**config.mk**
```make
export PLATFORM = sky130hd
export DESIGN_NAME = sr_display_rx
export DESIGN_NICKNAME = d
export VERILOG_FILES = /design/src/rtl/sr_display_pkg.sv /design/src/rtl/seg_to_bcd.sv /design/src/rtl/sr_display_rx.sv
export SDC_FILE = /design/constraint.sdc
export NUM_CORES = 1
export LEC_CHECK = 0
export ABC_AREA = 1
export CORE_MARGIN = 3
export CORE_UTILIZATION = 40
export CTS_CLUSTER_DIAMETER = 30
export DETAILED_ROUTE_END_ITERATION = 6
export GPL_ROUTABILITY_DRIVEN = 0
export PLACE_DENSITY = 0.58
export SETUP_SLACK_MARGIN = 0.02
export SLEW_MARGIN = 25
export SYNTH_ARGS = -nofsm -noshare
export SYNTH_HDL_FRONTEND = slang
export SYNTH_SLANG_ARGS = --single-unit
```
**constraint.sdc**
```tcl
create_clock -name i_clk -period 4.43 [get_ports i_clk]
set_input_delay 0.6645 -clock i_clk [delete_from_list [all_inputs] [get_ports i_clk]]
set_output_delay 0.6645 -clock i_clk [all_outputs]
set_load 0.02 [all_outputs]
```
**src/rtl/sr_display_pkg.sv**
```systemverilog
// Shared constants for the serial 7-segment display receiver: segment table,
// bad-digit code and default frame length.
package sr_display_pkg;

  localparam int unsigned NUM_DIGITS_DEF = 6;
  localparam int unsigned SEG_W          = 8;
  localparam int unsigned DIGIT_W        = 4;
  localparam int unsigned NUM_PATTERNS   = 10;

  localparam logic [DIGIT_W-1:0] DIGIT_BAD = 4'hF;

  // Segment patterns for digits 0..9, bit 0 = segment a, bit 6 = segment g.
  localparam logic [6:0] SEG_TABLE [NUM_PATTERNS] = '{
    7'h3F, 7'h06, 7'h5B, 7'h4F, 7'h66,
    7'h6D, 7'h7D, 7'h07, 7'h7F, 7'h6F
  };

endpackage

```
**src/rtl/seg_to_bcd.sv**
```systemverilog
// Combinational 7-segment pattern to BCD decoder; the decimal point bit is ignored.
module seg_to_bcd
  import sr_display_pkg::*;
(
  input  logic [SEG_W-1:0]   seg,
  output logic [DIGIT_W-1:0] digit_c,
  output logic               match_c
);

  logic unused_dp;
  assign unused_dp = seg[SEG_W-1];

  always_comb begin
    digit_c = DIGIT_BAD;
    match_c = 1'b0;
    for (int i = 0; i < int'(NUM_PATTERNS); i++) begin
      if (seg[6:0] == SEG_TABLE[i]) begin
        digit_c = DIGIT_W'(i);
        match_c = 1'b1;
      end
    end
  end

endmodule

```
**src/rtl/sr_display_rx.sv**
```systemverilog
// Receiver for a shift-register driven 7-segment display: synchronizes the serial
// bus, assembles latched bytes into digits and publishes complete time frames.
module sr_display_rx
  import sr_display_pkg::*;
#(
  parameter int unsigned IDLE_CYCLES = 1024,
  parameter int unsigned NUM_DIGITS  = NUM_DIGITS_DEF
) (
  input  logic                    i_clk,
  input  logic                    i_rst_n,
  input  logic                    i_sclk,
  input  logic                    i_sdata,
  input  logic                    i_slatch,
  output logic [SEG_W-1:0]        o_seg,
  output logic [DIGIT_W-1:0]      o_digit,
  output logic [2:0]              o_idx,
  output logic                    o_valid,
  output logic [4*NUM_DIGITS-1:0] o_bcd,
  output logic                    o_frame,
  output logic                    o_err
);

  localparam int unsigned BCD_W  = 4 * NUM_DIGITS;
  localparam int unsigned IDLE_W = $clog2(IDLE_CYCLES + 1);
  localparam logic [2:0]        LAST_SLOT = 3'(NUM_DIGITS - 1);
  localparam logic [IDLE_W-1:0] IDLE_LAST = IDLE_W'(IDLE_CYCLES - 1);
  localparam logic [IDLE_W-1:0] IDLE_MAX  = IDLE_W'(IDLE_CYCLES);

  logic [1:0]         sclk_sync, sdata_sync, slatch_sync;
  logic               sclk_prev, slatch_prev;
  logic               sclk_rise_c, slatch_rise_c;
  logic               sclk_ev_q, latch_ev_q, sdata_q;
  logic [SEG_W-1:0]   sr, sr_nxt;
  logic [3:0]         bit_cnt, cnt_nxt;
  logic [2:0]         slot;
  logic [IDLE_W-1:0]  idle_cnt;
  logic [BCD_W-1:0]   stage, stage_nxt;
  logic               commit_c, bad_cnt_c, idle_hit_c, last_slot_c;
  logic [DIGIT_W-1:0] dec_digit;
  logic               dec_match;

  assign sclk_rise_c   = sclk_sync[1] & ~sclk_prev;
  assign slatch_rise_c = slatch_sync[1] & ~slatch_prev;

  // Synchronizers plus one registered event stage; sets the fixed pin-to-valid latency.
  always_ff @(posedge i_clk or negedge i_rst_n) begin
    if (!i_rst_n) begin
      sclk_sync   <= '0;
      sdata_sync  <= '0;
      slatch_sync <= '0;
      sclk_prev   <= 1'b0;
      slatch_prev <= 1'b0;
      sclk_ev_q   <= 1'b0;
      latch_ev_q  <= 1'b0;
      sdata_q     <= 1'b0;
    end else begin
      sclk_sync   <= {sclk_sync[0], i_sclk};
      sdata_sync  <= {sdata_sync[0], i_sdata};
      slatch_sync <= {slatch_sync[0], i_slatch};
      sclk_prev   <= sclk_sync[1];
      slatch_prev <= slatch_sync[1];
      sclk_ev_q   <= sclk_rise_c;
      latch_ev_q  <= slatch_rise_c;
      sdata_q     <= sdata_sync[1];
    end
  end

  // A shift coinciding with a latch is applied first, so the latch sees that bit.
  always_comb begin
    sr_nxt    = sr;
    cnt_nxt   = bit_cnt;
    stage_nxt = stage;
    if (sclk_ev_q) begin
      sr_nxt = {sr[6:0], sdata_q};
      if (bit_cnt != 4'd15) cnt_nxt = bit_cnt + 4'd1;
    end
    commit_c    = latch_ev_q && (cnt_nxt == 4'd8);
    bad_cnt_c   = latch_ev_q && (cnt_nxt != 4'd8);
    idle_hit_c  = !sclk_ev_q && (idle_cnt == IDLE_LAST);
    last_slot_c = (slot == LAST_SLOT);
    for (int i = 0; i < int'(NUM_DIGITS); i++) begin
      if (slot == 3'(i)) stage_nxt[i*4 +: 4] = dec_digit;
    end
  end

  seg_to_bcd u_seg_to_bcd (
    .seg     (sr_nxt),
    .digit_c (dec_digit),
    .match_c (dec_match)
  );

  // Byte assembly, slot tracking and idle resync.
  always_ff @(posedge i_clk or negedge i_rst_n) begin
    if (!i_rst_n) begin
      sr       <= '0;
      bit_cnt  <= '0;
      slot     <= '0;
      idle_cnt <= '0;
      stage    <= '0;
    end else begin
      sr <= sr_nxt;
      if (latch_ev_q || idle_hit_c) bit_cnt <= '0;
      else                          bit_cnt <= cnt_nxt;

      if (sclk_ev_q)                 idle_cnt <= '0;
      else if (idle_cnt != IDLE_MAX) idle_cnt <= idle_cnt + IDLE_W'(1);

      if (idle_hit_c)       slot <= '0;
      else if (commit_c)    slot <= last_slot_c ? 3'd0 : slot + 3'd1;

      if (commit_c) stage <= stage_nxt;
    end
  end

  // Published outputs.
  always_ff @(posedge i_clk or negedge i_rst_n) begin
    if (!i_rst_n) begin
      o_seg   <= '0;
      o_digit <= '0;
      o_idx   <= '0;
      o_valid <= 1'b0;
      o_bcd   <= '0;
      o_frame <= 1'b0;
      o_err   <= 1'b0;
    end else begin
      o_valid <= commit_c;
      o_frame <= commit_c && last_slot_c;
      if (commit_c) begin
        o_seg   <= sr_nxt;
        o_digit <= dec_digit;
        o_idx   <= slot;
        if (last_slot_c) o_bcd <= stage_nxt;
      end
      if (bad_cnt_c || (commit_c && !dec_match)) o_err <= 1'b1;
    end
  end

endmodule

```
Word level (Yosys, flattened, before mapping)
Index checks and enable logic that the tools add are counted.
{ "word_totals": {"ff_bits": 103, "input_bits": 5, "output_inout_bits": 42, "wordCells": 95} }
{ "classes": {"n_addsub": 3, "n_eq_ne": 20, "n_mux": 35, "bitwise": 4, "n_reduce_logical": 13} }
{ "ops": {"columns": ["op", "count"], "rows": [
  ["$mux W4", 19],
  ["$eq A7 B7 Y1 const B", 7],
  ["$mux W11", 2],
  ["$eq A7 B3 Y1 const B", 2],
  ["$add A11 B1 Y11 const B", 1],
  ["$eq A11 B10 Y1 const B", 1],
  ["$ne A11 B11 Y1 const B", 1],
  ["$mux W1", 10],
  ["$mux W3", 3],
  ["$mux W8", 1],
  ["$ne A4 B4 Y1 const B", 2],
  ["$eq A7 B6 Y1 const B", 1],
  ["$eq A3 B2 Y1 const B", 2],
  ["$eq A3 B3 Y1 const B", 2],
  ["$logic_and A1 B1 Y1", 5],
  ["$add A4 B1 Y4 const B", 1],
  ["$eq A4 B4 Y1 const B", 1],
  ["$reduce_bool A2 Y1", 2],
  ["$add A3 B1 Y3 const B", 1],
  ["$eq A3 B1 Y1 const B", 1],
  ["$logic_not A3 Y1", 1],
  ["$and A1 B1 Y1", 2],
  ["$logic_not A1 Y1", 2],
  ["$logic_or A1 B1 Y1", 2],
  ["other kinds (2)", 3]
]} }

Logic depth before layout (Yosys ltp)
Gate-level depths: netlist of the first run.
{ "depth": {"word_depth": 15, "mapped_depth": 14, "depth_no_buf": 13} }

Cells and area by module
A second synthesis of the first run with hierarchy kept.
{ "hier_totals": {"hier_cells": 546, "area_unflattened_um2": 4458.0} }
{ "by_module_without_submodules": {"columns": ["mod", "instances", "cells_each", "area_each_um2"], "rows": [
  ["sr_display_rx", 1, 492, 4221.5],
  ["seg_to_bcd", 1, 54, 236.5]
]} }

Least setup slack after synthesis of the first run
Ideal clock, no wire load.
{ "synth_timing": {"path_kind": "reg2reg", "startpoint": "register bit_cnt[0]", "endpoint": "register o_bcd[0]", "arrival_ns": 1.641, "slack_ns": 2.671, "path_stages_with_launch": 12, "n_path_buf": 1, "synth_period_minus_slack_ns": 1.759, "cell_sequence": "dfrtp_1 ha_1 nand3_1 nand2_1 xnor2_1 nor2_1 nand3_2 nor2_4 inv_2 buf_6 nand2_1 nand2_1"} }
{ "synth_via": {"elab_chain_cells": 6, "word_cells_on_any_way": 7, "classes_between": "add/sub (1); eq/ne (2); mux (2); reduce/logical (2)"} }
{ "synth_rtl": {"columns": ["element", "line", "source"], "rows": [
  ["start, declared", "sr_display_rx.sv:34", "logic [3:0] bit_cnt, cnt_nxt;"],
  ["start signal, assigned", "sr_display_rx.sv:103", "else bit_cnt <= cnt_nxt;"],
  ["$add A4 B1 Y4 / $ne A4 B4 Y1 (equally long branches)", "sr_display_rx.sv:75", "if (bit_cnt != 4'd15) cnt_nxt = bit_cnt + 4'd1;"],
  ["$mux W4", "sr_display_rx.sv:75", null],
  ["$mux W4 (*)", "sr_display_rx.sv:73", "if (sclk_ev_q) begin"],
  ["$eq A4 B4 Y1 (*)", "sr_display_rx.sv:77", "commit_c = latch_ev_q && (cnt_nxt == 4'd8);"],
  ["$logic_and A1 B1 Y1 (*)", "sr_display_rx.sv:77", null],
  ["$reduce_and A2 Y1 (no line) (*)", null, null],
  ["end signal, assigned", "sr_display_rx.sv:132", "if (last_slot_c) o_bcd <= stage_nxt;"],
  ["end, declared", "sr_display_rx.sv:18", "output logic [4*NUM_DIGITS-1:0] o_bcd,"]
]} }
Mark *: on every way between the ends. The rest lies on a longest branch, timed or not.
A chain may end at the register's enable or synchronous reset.

Worst setup path after layout of the first run
{ "layout_timing": {"startpoint": "register sclk_ev_q", "endpoint": "register stage[6]"} }
{ "layout_via": {"elab_chain_cells": 13, "word_cells_on_any_way": 25, "classes_between": "eq/ne (11); mux (13); reduce/logical (1)"} }
{ "layout_rtl": {"columns": ["element", "line", "source"], "rows": [
  ["start, declared", "sr_display_rx.sv:32", "logic sclk_ev_q, latch_ev_q, sdata_q;"],
  ["start signal, assigned", "sr_display_rx.sv:62", "sclk_ev_q <= sclk_rise_c;"],
  ["$mux W8", "sr_display_rx.sv:73", null],
  ["$eq A7 B6 Y1", "seg_to_bcd.sv:17", "if (seg[6:0] == SEG_TABLE[i]) begin"],
  ["$mux W4 (10 in series)", "seg_to_bcd.sv:17", null],
  ["$mux W4", "sr_display_rx.sv:82", "if (slot == 3'(i)) stage_nxt[i*4 +: 4] = dec_digit;"],
  ["end signal, assigned", "sr_display_rx.sv:111", "if (commit_c) stage <= stage_nxt;"],
  ["end, declared", "sr_display_rx.sv:37", "logic [BCD_W-1:0] stage, stage_nxt;"]
]} }
Several ways; a longest one is shown, not always the timed one.

==> metrics.md, run 1 <==
| Metric | Value |
|---|---|
| Final core utilization | `48.72%` |
| Power Dens Cells | `324.7 nW/um^2` |
| Area of the placeable core | `10600 um^2` |
| Buffers added on ports | `46` |
| Maximum buffer depth of the clock tree | `2` |
| Antenna Cells | `0` |
| Antenna violations before repair | `0` |
| Unrepaired setup endpoints after global routing | `no` |
| Setup clock skew after layout | `12.89 ps` |
| Final hold viol count | `0` |
| DRT Wirelength | `9485 um` |
| Die Span Y | `111.6 um` |
| Sum of negative setup slack | `0 ps` |
| Total via count after detailed routing | `3452` |
| Worst Hold Class | `flip-flop to flip-flop` |
| Clock buffers created by TritonCTS | `9` |
| Worst vdd ir | `0.1540 mV` |
| Fin crit share | `74.70%` |
| Crit path max fanout | `48` |
| Slew Limit Fails | `0` |
| Final setup violation count | `0` |
| Slew at the pin closest to its max-slew limit | `892.9 ps` |
| Total global routing track utilization | `16.31%` |
| Clock Tree Root | `clkbuf_8` |
| Synthesized area divided by synthesized cell count | `8.371 um^2` |
| CTS tree | `done` |
| Wire length per cell after detailed routing | `13.23 um` |
| Remaining Overflow, GRT | `0` |
| Count of hold-fix buffers inserted at cts | `0` |
| Die ar. | `12460 um^2` |
| Half-perimeter wire length of the detailed placement result | `6386 um` |
| Finished Layout Cells | `717` |
| CTS-repair resized insts | `0` |
| Num rows | `37` |
| Fraction of layout instances using a drive strength above 1 | `7.745%` |
| Number of global-route vias before repair | `3478` |
| Initial Utilization | `42.09%` |
| Synthesized net count | `542` |
| Die boundary width | `111.6 um` |
| H-tree level count | `3` |
| Number of design rule violations left after detail routing | `0` |
| Sequential cell area fraction in the yosys report | `55.52%` |
| Share of flip-flops with an asynchronous set or reset | `100.0%` |
| Pre-CTS setup slack | `1127 ps` |
| Cell count after synthesis | `533` |
| Yosys Warn Count | `0` |
| Count of buffers added by post-CTS timing repair for setup | `0` |
| Global-route wire length before repair | `16810 um` |
| Register Area | `2477 um^2` |
| Run status | `finished clean` |
| Leak | `2.644 nW` |
| Net count reported at finish | `585` |
| EDFF count, synth | `0` |
| Critical Path RT | `4710 ps` |
| Final-layout fill cell count | `1043` |
| Layout-stage area growth over the synthesis result | `15.76%` |
| Relative max-transition margin | `40.47%` |
| CP startpoint kind | `flip-flop` |
| Clock-pin transition on the worst setup and hold timing paths | `90 ps` |
| Source-to-sink clock delay at the later pin of the worst-skew pair | `360 ps` |
| Number of cells after detailed placement | `701` |
| Post-synth top flop | `dfrtp_1` |
| Min Clock Period, post-route | `3309 ps` |
| Number of distinct library cells after synthesis | `31` |
| Number of antenna-violating nets in the routed design | `0` |
| Critical Setup Path Class | `flip-flop to flip-flop` |
| Data arrival time of the worst path | `3580 ps` |
| Number of clock sinks seen by CTS | `99` |
| Max Cap Viol | `0` |
| Area of the multi-input gates | `1694 um^2` |
| Commonest cells after routing, fill and taps aside | `nand2_1 (212), dfrtp_1 (99), clkdlybuf4s50_1 (45)` |
| 1st-iter DRT viols | `116` |
| Register bit total from synthesis | `99` |
| Number of iterations in the first detailed-routing pass | `4` |
| Routed via count divided by cell count | `4.815` |
| Number of ports placed on the die boundary | `47` |
| Worst Setup Slack, final | `1121 ps` |
| Area of the mapped netlist | `4462 um^2` |
| CP endpoint kind | `flip-flop` |
| Maximum number of pins on one net before global-route repair | `72` |
| Most common library cell in the layout ignoring fill and taps | `nand2_1` |
| Top achievable clock speed | `0.3022 GHz` |
-- metrics by stage --
| step | hold slack (ps) | instance area, um^2 | power, W |
|---|---|---|---|
| floorplan | 331.2 | 4462 | 0.001101 |
| global placement | 332.4 | 4991 | 0.001156 |
| detailed placement | 337.3 | 4991 | 0.001156 |
| CTS | 357.8 | 5165 | 0.001699 |
| global route | 368.1 | 5165 | 0.001777 |
| finish | 354.3 | 5165 | 0.001677 |
-- power by group --
part	switching [W]	internal [W]	total, W	leakage (nW)
clock	0.000302	0.000237	0.000539	0.0840
combinational	0.000116	0.0000534	0.000169	1.22
sequential	0.0000280	0.000941	0.000969	1.34
total	0.000446	0.00123	0.00168	2.64
-- flip-flops by register name, summed over array words and instances, names as in the netlist, 2 cells and up --
name         cells
sdata_sync       2
stage           20
slatch_sync      2
slot             3
o_seg            8
idle_cnt        11
sr               8
bit_cnt          4
o_digit          4
o_bcd           24
o_idx            3
sclk_sync        2
-- cells by family (layout without fill, tap and decap cells) --
logic type                 after synthesis  count (layout)  synth area share (%)
AOI/OAI and AO/OA                       47              47                 5.777
xor gates and xnor gates                 1               1                0.1963
adders and majority gates                4               4                 1.122
buffers and inverters                   63             111                 6.506
DFF                                     99              99                 55.52
and+or+nand+nor                        319             319                 30.87
-- synth_stat cells (2+ instances only) --
library cell | count | area (um^2)
ha_1 | 4 | 50.05
nand2_1 | 212 | 795.8
nor2_1 | 26 | 97.59
buf_4 | 2 | 15.01
nand3_2 | 2 | 20.02
a21oi_1 | 9 | 45.04
nor3_1 | 7 | 35.03
nand2_4 | 2 | 22.52
dfrtp_1 | 99 | 2477
inv_2 | 3 | 11.26
nor2_4 | 2 | 22.52
inv_1 | 44 | 165.2
o21ai_1 | 2 | 10.01
o21ai_0 | 30 | 150.1
nand3_1 | 44 | 220.2
nand4_1 | 3 | 18.77
nor2_2 | 3 | 18.77
buf_6 | 5 | 56.30
or2_2 | 9 | 56.30
clkbuf_1 | 2 | 7.510
nand2_2 | 7 | 43.79
buf_2 | 7 | 35.03
-- critical path, stage by stage (launching register included) --
cell and delay (ps):
dfrtp_1 810, inv_2 320, o21bai_1 220, nand2_1 80, nor2_1 150, nand3_2 120, buf_4 300, inv_1 620
nand2_1 320, o21ai_0 260
-- final cells by class --
type	count	area share, %
clock buffer	15	3.222
clock inverter	1	0.1453
inverter	47	3.416
multi-input combinational	371	32.80
sequential	99	47.97
tap	136	3.295
timing repair buffer	48	9.157
-- path summary, 6_finish.rpt --
path	end	slack, ps	start	cells after the start
min in group asynchronous	o_digit[3]	420	i_rst_n	1
worst min-delay path	sdata_sync[1]	350	sdata_sync[0]	0
worst min register to register	sdata_sync[1]	350	sdata_sync[0]	0
worst max-delay path	stage[6]	1120	sclk_ev_q	9
worst max register to register	stage[6]	1120	sclk_ev_q	9
max in group asynchronous	o_bcd[21]	3090	i_rst_n	2
-- per-layer routing --
metal / vias to the layer above / wire (um) / global-route usage [%] / share of wire, %
met2: 64 / 4056 / 24.00 / 43
met5: - / 0 / 0 / 0
met1: 1615 / 4919 / 23.93 / 52
met3: 16 / 339 / 3.424 / 3.6
met4: 0 / 170 / 5.677 / 1.8
li1: 1757 / - / - / -
Power figures use the tool's default switching activity.
==> run 2: changes to the inputs <==
Settings changed: PLACE_DENSITY 0.58 to 0.6.
Clock period 4.43 ns to 2.9 ns, I/O delays scaled along.
==> metrics.md, run 2 (synthesis gave the netlist of run 1 again) <==
| Metric | Value |
|---|---|
| Setup clock skew after layout | `7.163 ps (-5.727 ps)` |
| Worst Hold Class | `input pin to async pin` |
| Die ar. | `12460 um^2 (unchanged)` |
| Total global routing track utilization | `16.72% (+0.41 points)` |
| Number of design rule violations left after detail routing | `0 (unchanged)` |
| CTS-repair resized insts | `0 (unchanged)` |
| Met3 capacity usage during global routing | `2.989% (-0.43 points)` |
| Final hold viol count | `0 (unchanged)` |
| Worst Setup Slack, final | `517.8 ps (-603.1 ps)` |
| Pre-CTS setup slack | `539.8 ps (-587.0 ps)` |
| Max Cap Viol | `0 (unchanged)` |
| Most common library cell in the layout ignoring fill and taps | `nand2_1` |
| Num rows | `37 (unchanged)` |
| Run status | `finished clean` |
| Leak | `2.720 nW (+2.8%)` |
| Count of hold-fix buffers inserted at cts | `0 (unchanged)` |
| Net count reported at finish | `594 (+1.5%)` |
| Final setup violation count | `0 (unchanged)` |
| Antenna violations before repair | `0 (unchanged)` |
| Maximum buffer depth of the clock tree | `2 (unchanged)` |
| Number of global-route vias before repair | `3566 (+2.5%)` |
| Relative max-transition margin | `53.14% (+13 points)` |
| Top achievable clock speed | `0.4198 GHz (+39%)` |
| Fraction of met2 tracks used by global routing | `25.81% (+1.8 points)` |
| Slew at the pin closest to its max-slew limit | `697.6 ps (-195.3 ps)` |
| 1st-iter DRT viols | `140 (+21%)` |
| DRT Wirelength | `9690 um (+2.2%)` |
| Fraction of layout instances using a drive strength above 1 | `9.508% (+1.8 points)` |
| Die boundary width | `111.6 um (unchanged)` |
| Half-perimeter wire length of the detailed placement result | `6734 um (+5.4%)` |
| Global-route wire length before repair | `16980 um (+1.0%)` |
| Met1 track utilization from global routing | `23.30% (-0.63 points)` |
| Total via count after detailed routing | `3530 (+2.3%)` |
| Power Dens Cells | `507.8 nW/um^2 (+56%)` |
| Clock Tree Root | `clkbuf_8` |
| Remaining Overflow, GRT | `0 (unchanged)` |
| CP endpoint kind | `flip-flop` |
| Layout-stage area growth over the synthesis result | `18.42%` |
| Critical Path RT | `3160 ps (-1550 ps)` |
| Worst vdd ir | `0.2598 mV (+69%)` |
| Maximum number of pins on one net before global-route repair | `43 (-40%)` |
| Critical Setup Path Class | `flip-flop to flip-flop` |
| H-tree level count | `3 (unchanged)` |
| Clock buffers created by TritonCTS | `9 (unchanged)` |
| Die Span Y | `111.6 um (unchanged)` |
| Commonest cells after routing, fill and taps aside | `nand2_1 (212), dfrtp_1 (99), clkdlybuf4s50_1 (45)` |
| Antenna Cells | `0 (unchanged)` |
| Count of buffers added by post-CTS timing repair for setup | `0 (unchanged)` |
| Worst r2r dst | `o_bcd[10]` |
| Gr busiest metal | `met2` |
| Slew Limit Fails | `0 (unchanged)` |
| Source-to-sink clock delay at the later pin of the worst-skew pair | `360 ps (about the same)` |
| CP startpoint kind | `flip-flop` |
| Fin crit share | `82.15% (+7.4 points)` |
| Crit path max fanout | `12 (-75%)` |
| Number of flip-flops under the largest register name | `24 (unchanged)` |
| Number of iterations in the first detailed-routing pass | `4 (unchanged)` |
| CTS tree | `done` |
| Wire length per cell after detailed routing | `13.37 um (+1.0%)` |
| Unrepaired setup endpoints after global routing | `no` |
| Clock-pin transition on the worst setup and hold timing paths | `90 ps (about the same)` |
| Area of the placeable core | `10600 um^2 (unchanged)` |
| Data arrival time of the worst path | `2640 ps (-940 ps)` |
| Sum of negative setup slack | `0 ps (unchanged)` |
| Top reg by flops | `o_bcd` |
| Crit Reg-Reg Startpoint | `sclk_ev_q` |
| Number of clock sinks seen by CTS | `99 (unchanged)` |
| Buffers added on ports | `46 (unchanged)` |
| Number of ports placed on the die boundary | `47 (unchanged)` |
| Initial Utilization | `42.09% (unchanged)` |
| Number of cells on the worst reg-to-reg path | `10 (+1)` |
| Routed via count divided by cell count | `4.869 (+1.1%)` |
| Min Clock Period, post-route | `2382 ps (-926.9 ps)` |
| Number of antenna-violating nets in the routed design | `0 (unchanged)` |
| Largest registers in the final layout | `o_bcd: 24 flops, stage: 20 flops, idle_cnt: 11 flops` |
| Setup slack on the worst flop-to-flop path | `520 ps (-600 ps)` |
==> run 2: how the worst max path moves through the flow <==
stage	startpoint	endpoint	slack [ps]	cells after the start
2_1_floorplan	bit_cnt[0]	o_bcd[0]	1140	11
3_3_place_gp	sclk_ev_q	o_bcd[10]	610	10
3_5_place_dp	sclk_ev_q	o_bcd[10]	540	10
4_1_cts	sclk_ev_q	o_bcd[10]	490	10
5_1_grt	sclk_ev_q	o_bcd[10]	190	10
6_report	sclk_ev_q	o_bcd[10]	520	10
==> run 2: power breakdown <==
part | internal (W) | total [W] | switching [W]
registers | 0.00144 | 0.00148 | 0.0000431
logic | 0.0000856 | 0.000265 | 0.000179
clock network | 0.000490 | 0.000937 | 0.000448
==> run 2: layout make-up <==
cell class                      instances  area (um^2)
Multi-Input combinational cell        371         1694
Fill cell                            1010         5318
Clock inverter                          1        30.03
Tap cell                              136        170.2
Timing Repair Buffer                   57        553.0
Sequential cell                        99         2477
Clock buffer                           14        182.7
Inverter                               47        176.4
==> run 2: routing by layer <==
layer	vias to the layer above	routed length, um
met2	83	4291
met3	13	469
met4	0	161
met5	-	0
li1	1763	-
met1	1671	4768
==> run 2: worst max-delay path, cell delays in order, from the launching register on <==
cell and delay, ps:
dfrtp_1 610, buf_4 250, nand2_1 70, nand2_1 140, nand2_1 130, nor2_2 190, nand3_1 410, nand3_1 240
nand2_1 90, nand2_1 80, nand2_1 50
==> run 2: per-stage QoR <==
step / instances / cell area [um^2] / hold slack (ps) / utilization (%) / total power, W
after detailed placement: 710 / 5071 / 338.1 / 47.83 / 0.001772
after global placement: 710 / 5071 / 332.6 / 47.83 / 0.001768
after floorplan: 533 / 4462 / 139.4 / - / 0.001682
final: 725 / 5284 / 47.13 / 49.84 / 0.002683
after global routing: 725 / 5284 / 82.55 / 49.84 / 0.002820
after CTS: 725 / 5284 / 52.07 / 49.84 / 0.002716
==> variant: new RTL, settings of run 2 <==
Register the output `o_bcd` once more, without a reset; this adds one clock of latency there. The other outputs are not delayed to match.
--- a/src/rtl/sr_display_rx.sv
+++ b/src/rtl/sr_display_rx.sv
@@ -25,6 +25,8 @@
   localparam logic [2:0]        LAST_SLOT = 3'(NUM_DIGITS - 1);
   localparam logic [IDLE_W-1:0] IDLE_LAST = IDLE_W'(IDLE_CYCLES - 1);
   localparam logic [IDLE_W-1:0] IDLE_MAX  = IDLE_W'(IDLE_CYCLES);
+
+  logic [4*NUM_DIGITS-1:0] o_bcd_s0;
 
   logic [1:0]         sclk_sync, sdata_sync, slatch_sync;
   logic               sclk_prev, slatch_prev;
@@ -119,7 +121,7 @@
       o_digit <= '0;
       o_idx   <= '0;
       o_valid <= 1'b0;
-      o_bcd   <= '0;
+      o_bcd_s0 <= '0;
       o_frame <= 1'b0;
       o_err   <= 1'b0;
     end else begin
@@ -129,11 +131,15 @@
         o_seg   <= sr_nxt;
         o_digit <= dec_digit;
         o_idx   <= slot;
-        if (last_slot_c) o_bcd <= stage_nxt;
+        if (last_slot_c) o_bcd_s0 <= stage_nxt;
       end
       if (bad_cnt_c || (commit_c && !dec_match)) o_err <= 1'b1;
     end
   end
 
+  always_ff @(posedge i_clk) begin
+    o_bcd <= o_bcd_s0;
+  end
+
 endmodule
 
Function: no difference found for any inputs over 10 cycles, from zero or initial values and one cycle with i_rst_n low; that may be too few to reach the edited logic, so the function may still have changed.
==> variant against run 2 <==
- setup slack improved by 0.19 ns
- wire length rose by 5.8%
- power rose by 53%
- clock power rose by 120%
- sequential cell count rose by 24
- final cell count rose by 10%
- clock skew rose by 0.00098 ns
- design area rose by 17%
- critical path depth rose by 1
- sequential power rose by 23%
- area after synthesis rose by 11%
- highest routed layer unchanged
==> variant: results (changes against run 2) <==
Worst setup path
  • CP arrival: 2.55 ns (-0.09 ns)
  • CP max FO: 16 (+4)
  • Max incr delay on CP: 0.41 ns (-0.20 ns)
  • Slowest CP cell: dfrtp_1

Final layout
  • Layout Nets: 629 (+5.9%)
  • Share of cells above drive strength 1: 10.3% (+0.76 points)
  • Regs by FF count: o_bcd x24, o_bcd_s0 x24, stage x20

Timing
  • Slew @ Worst Pin: 0.674 ns (-0.0237 ns)
  • Skew final: 0.00814 ns (+0.000977 ns)

Clock network
  • Root Buffer: clkbuf_16
  • Post-cts resize count: 0 (unchanged)
  • Clk_lat worst skew: 0.42 ns (+0.06 ns)
  • CTS clock-pin slew for the worst setup and hold paths: 0.05 ns (-0.04 ns)
  • CTS H-tree depth: 4 (+1)
  • Number of CTS-inserted buffers: 17 (+8)

Detailed routing
  • Wire per inst: 12.8 um (-4.3%)
  • Drt first-iter violations: 252 (+80%)
  • Drt pass-1 iters: 5 (+1)
  • WL met2: 4.67 mm (+8.7%)
  • Via/cell ratio: 4.68 (-3.9%)
  • Metal3 WL: 483 um (+3.0%)
  • WL met1: 4.84 mm (+1.5%)

GRT
  • Antenna violations before repair: 0 (unchanged)
  • Largest net degree at the start of global routing: 53 (+23%)
  • Total GRT Usage: 16.2% (-0.57 points)
  • First-pass GRT wire length: 17.8 mm (+4.8%)
  • Number of global-route vias before repair: 3687 (+3.4%)

Yosys
  • Synth unique cells: 32 (+3.2%)
  • Ys async rst share: 80.5% (-20 points)
  • Net count after synthesis: 575 (+6.1%)
  • Top cells by count, synth: nand2_1, dfrtp_1, inv_1
  • Seq/Total Area, Yosys: 59.5% (+3.9 points)
  • Top cells by area, synth: dfrtp_1, nand2_1, dfxtp_1

Power and ir drop
  • P_leak: 3.02 nW (+11%)
  • Max VDD drop: 358 uV (+38%)
  • P_sw: 0.000937 W (+40%)

Status
  • Status: finished clean

Placed design
  • Hpwl dp: 6.97 mm (+3.5%)
variant: cell count changes after synthesis, sizes merged, moves of 2 or more:
cell / change
nand3: -2
nand2: -8
clkbuf: +3
nor2: +17
dfxtp: +24
a21oi: +4
or2: -4
o21ai: +4
nor3: -4
variant: path summary, 6_finish.rpt:
| path | cells after the start | slack (ns) | from | endpoint |
|---|---|---|---|---|
| max in group asynchronous | 2 | 2.17 | i_rst_n | sr[0] |
| max reg2reg | 11 | 0.71 | bit_cnt[0] | stage[0] |
| min in group i_clk | 0 | 0.34 | slatch_sync[0] | slatch_sync[1] |
| min reg2reg | 0 | 0.34 | slatch_sync[0] | slatch_sync[1] |
| min | 1 | 0.06 | i_rst_n | o_bcd_s0[17] |
| max | 11 | 0.71 | bit_cnt[0] | stage[0] |
variant: power groups by stage:
| stage | logic, W | registers [W] | clock network (W) |
|---|---|---|---|
| finish | 0.000249 | 0.00182 | 0.00203 |
| global route | 0.000297 | 0.00182 | 0.00214 |
| CTS | 0.000254 | 0.00182 | 0.00207 |
| detailed placement | 0.000253 | 0.00185 | 0 |
| global placement | 0.000247 | 0.00184 | 0 |
| floorplan | 0.000173 | 0.00184 | 0 |
variant: worst reg2reg max path, stage by stage (launching register included):
cell and delay (ns):
dfrtp_1 0.41, ha_1 0.23, nand3_1 0.10, nand2_1 0.09, nand2_1 0.09, nand2_1 0.06
nor2_1 0.21, nand3_4 0.27, inv_2 0.31, buf_4 0.22, nand3_1 0.09, nand2_1 0.06
variant: logic make-up after synthesis:
logic type / after synthesis / synth area share (%)
buffers and inverters: 65 / 6.14
AND/OR/NAND/NOR: 319 / 27.3
adder cells (fa/ha/maj): 4 / 1.01
flip-flops: 123 / 59.5
XOR/XNOR: 1 / 0.176
AO/OA/AOI/OAI: 54 / 5.91
variant: per-stage QoR:
| step | hold slack (ns) | worst slack [ns] | instances | area [um^2] |
|---|---|---|---|---|
| floorplan | 0.139 | 1.11 | 566 | 4970 |
| global placement | 0.333 | 0.720 | 769 | 5580 |
| detailed placement | 0.336 | 0.684 | 769 | 5580 |
| CTS | 0.0808 | 0.668 | 801 | 6160 |
| global route | 0.114 | 0.423 | 801 | 6160 |
| finish | 0.0552 | 0.709 | 801 | 6160 |
variant: cell type report:
type / count / area, um^2
repair buffers: 53 / 523
clock buffers: 26 / 519
fillers: 1164 / 5900
clock inverters: 6 / 60.1
well taps: 168 / 210
flip-flops and latches: 123 / 2960
inverters: 47 / 176
multi-input cells: 378 / 1710
variant: per-layer routing:
layer  global-route usage, %  vias to the layer above
li1                        -                     1885
met1                    20.9                     1751
met2                    25.1                       88
met3                    5.05                       22
met4                    7.18                        0
met5                       0                        -
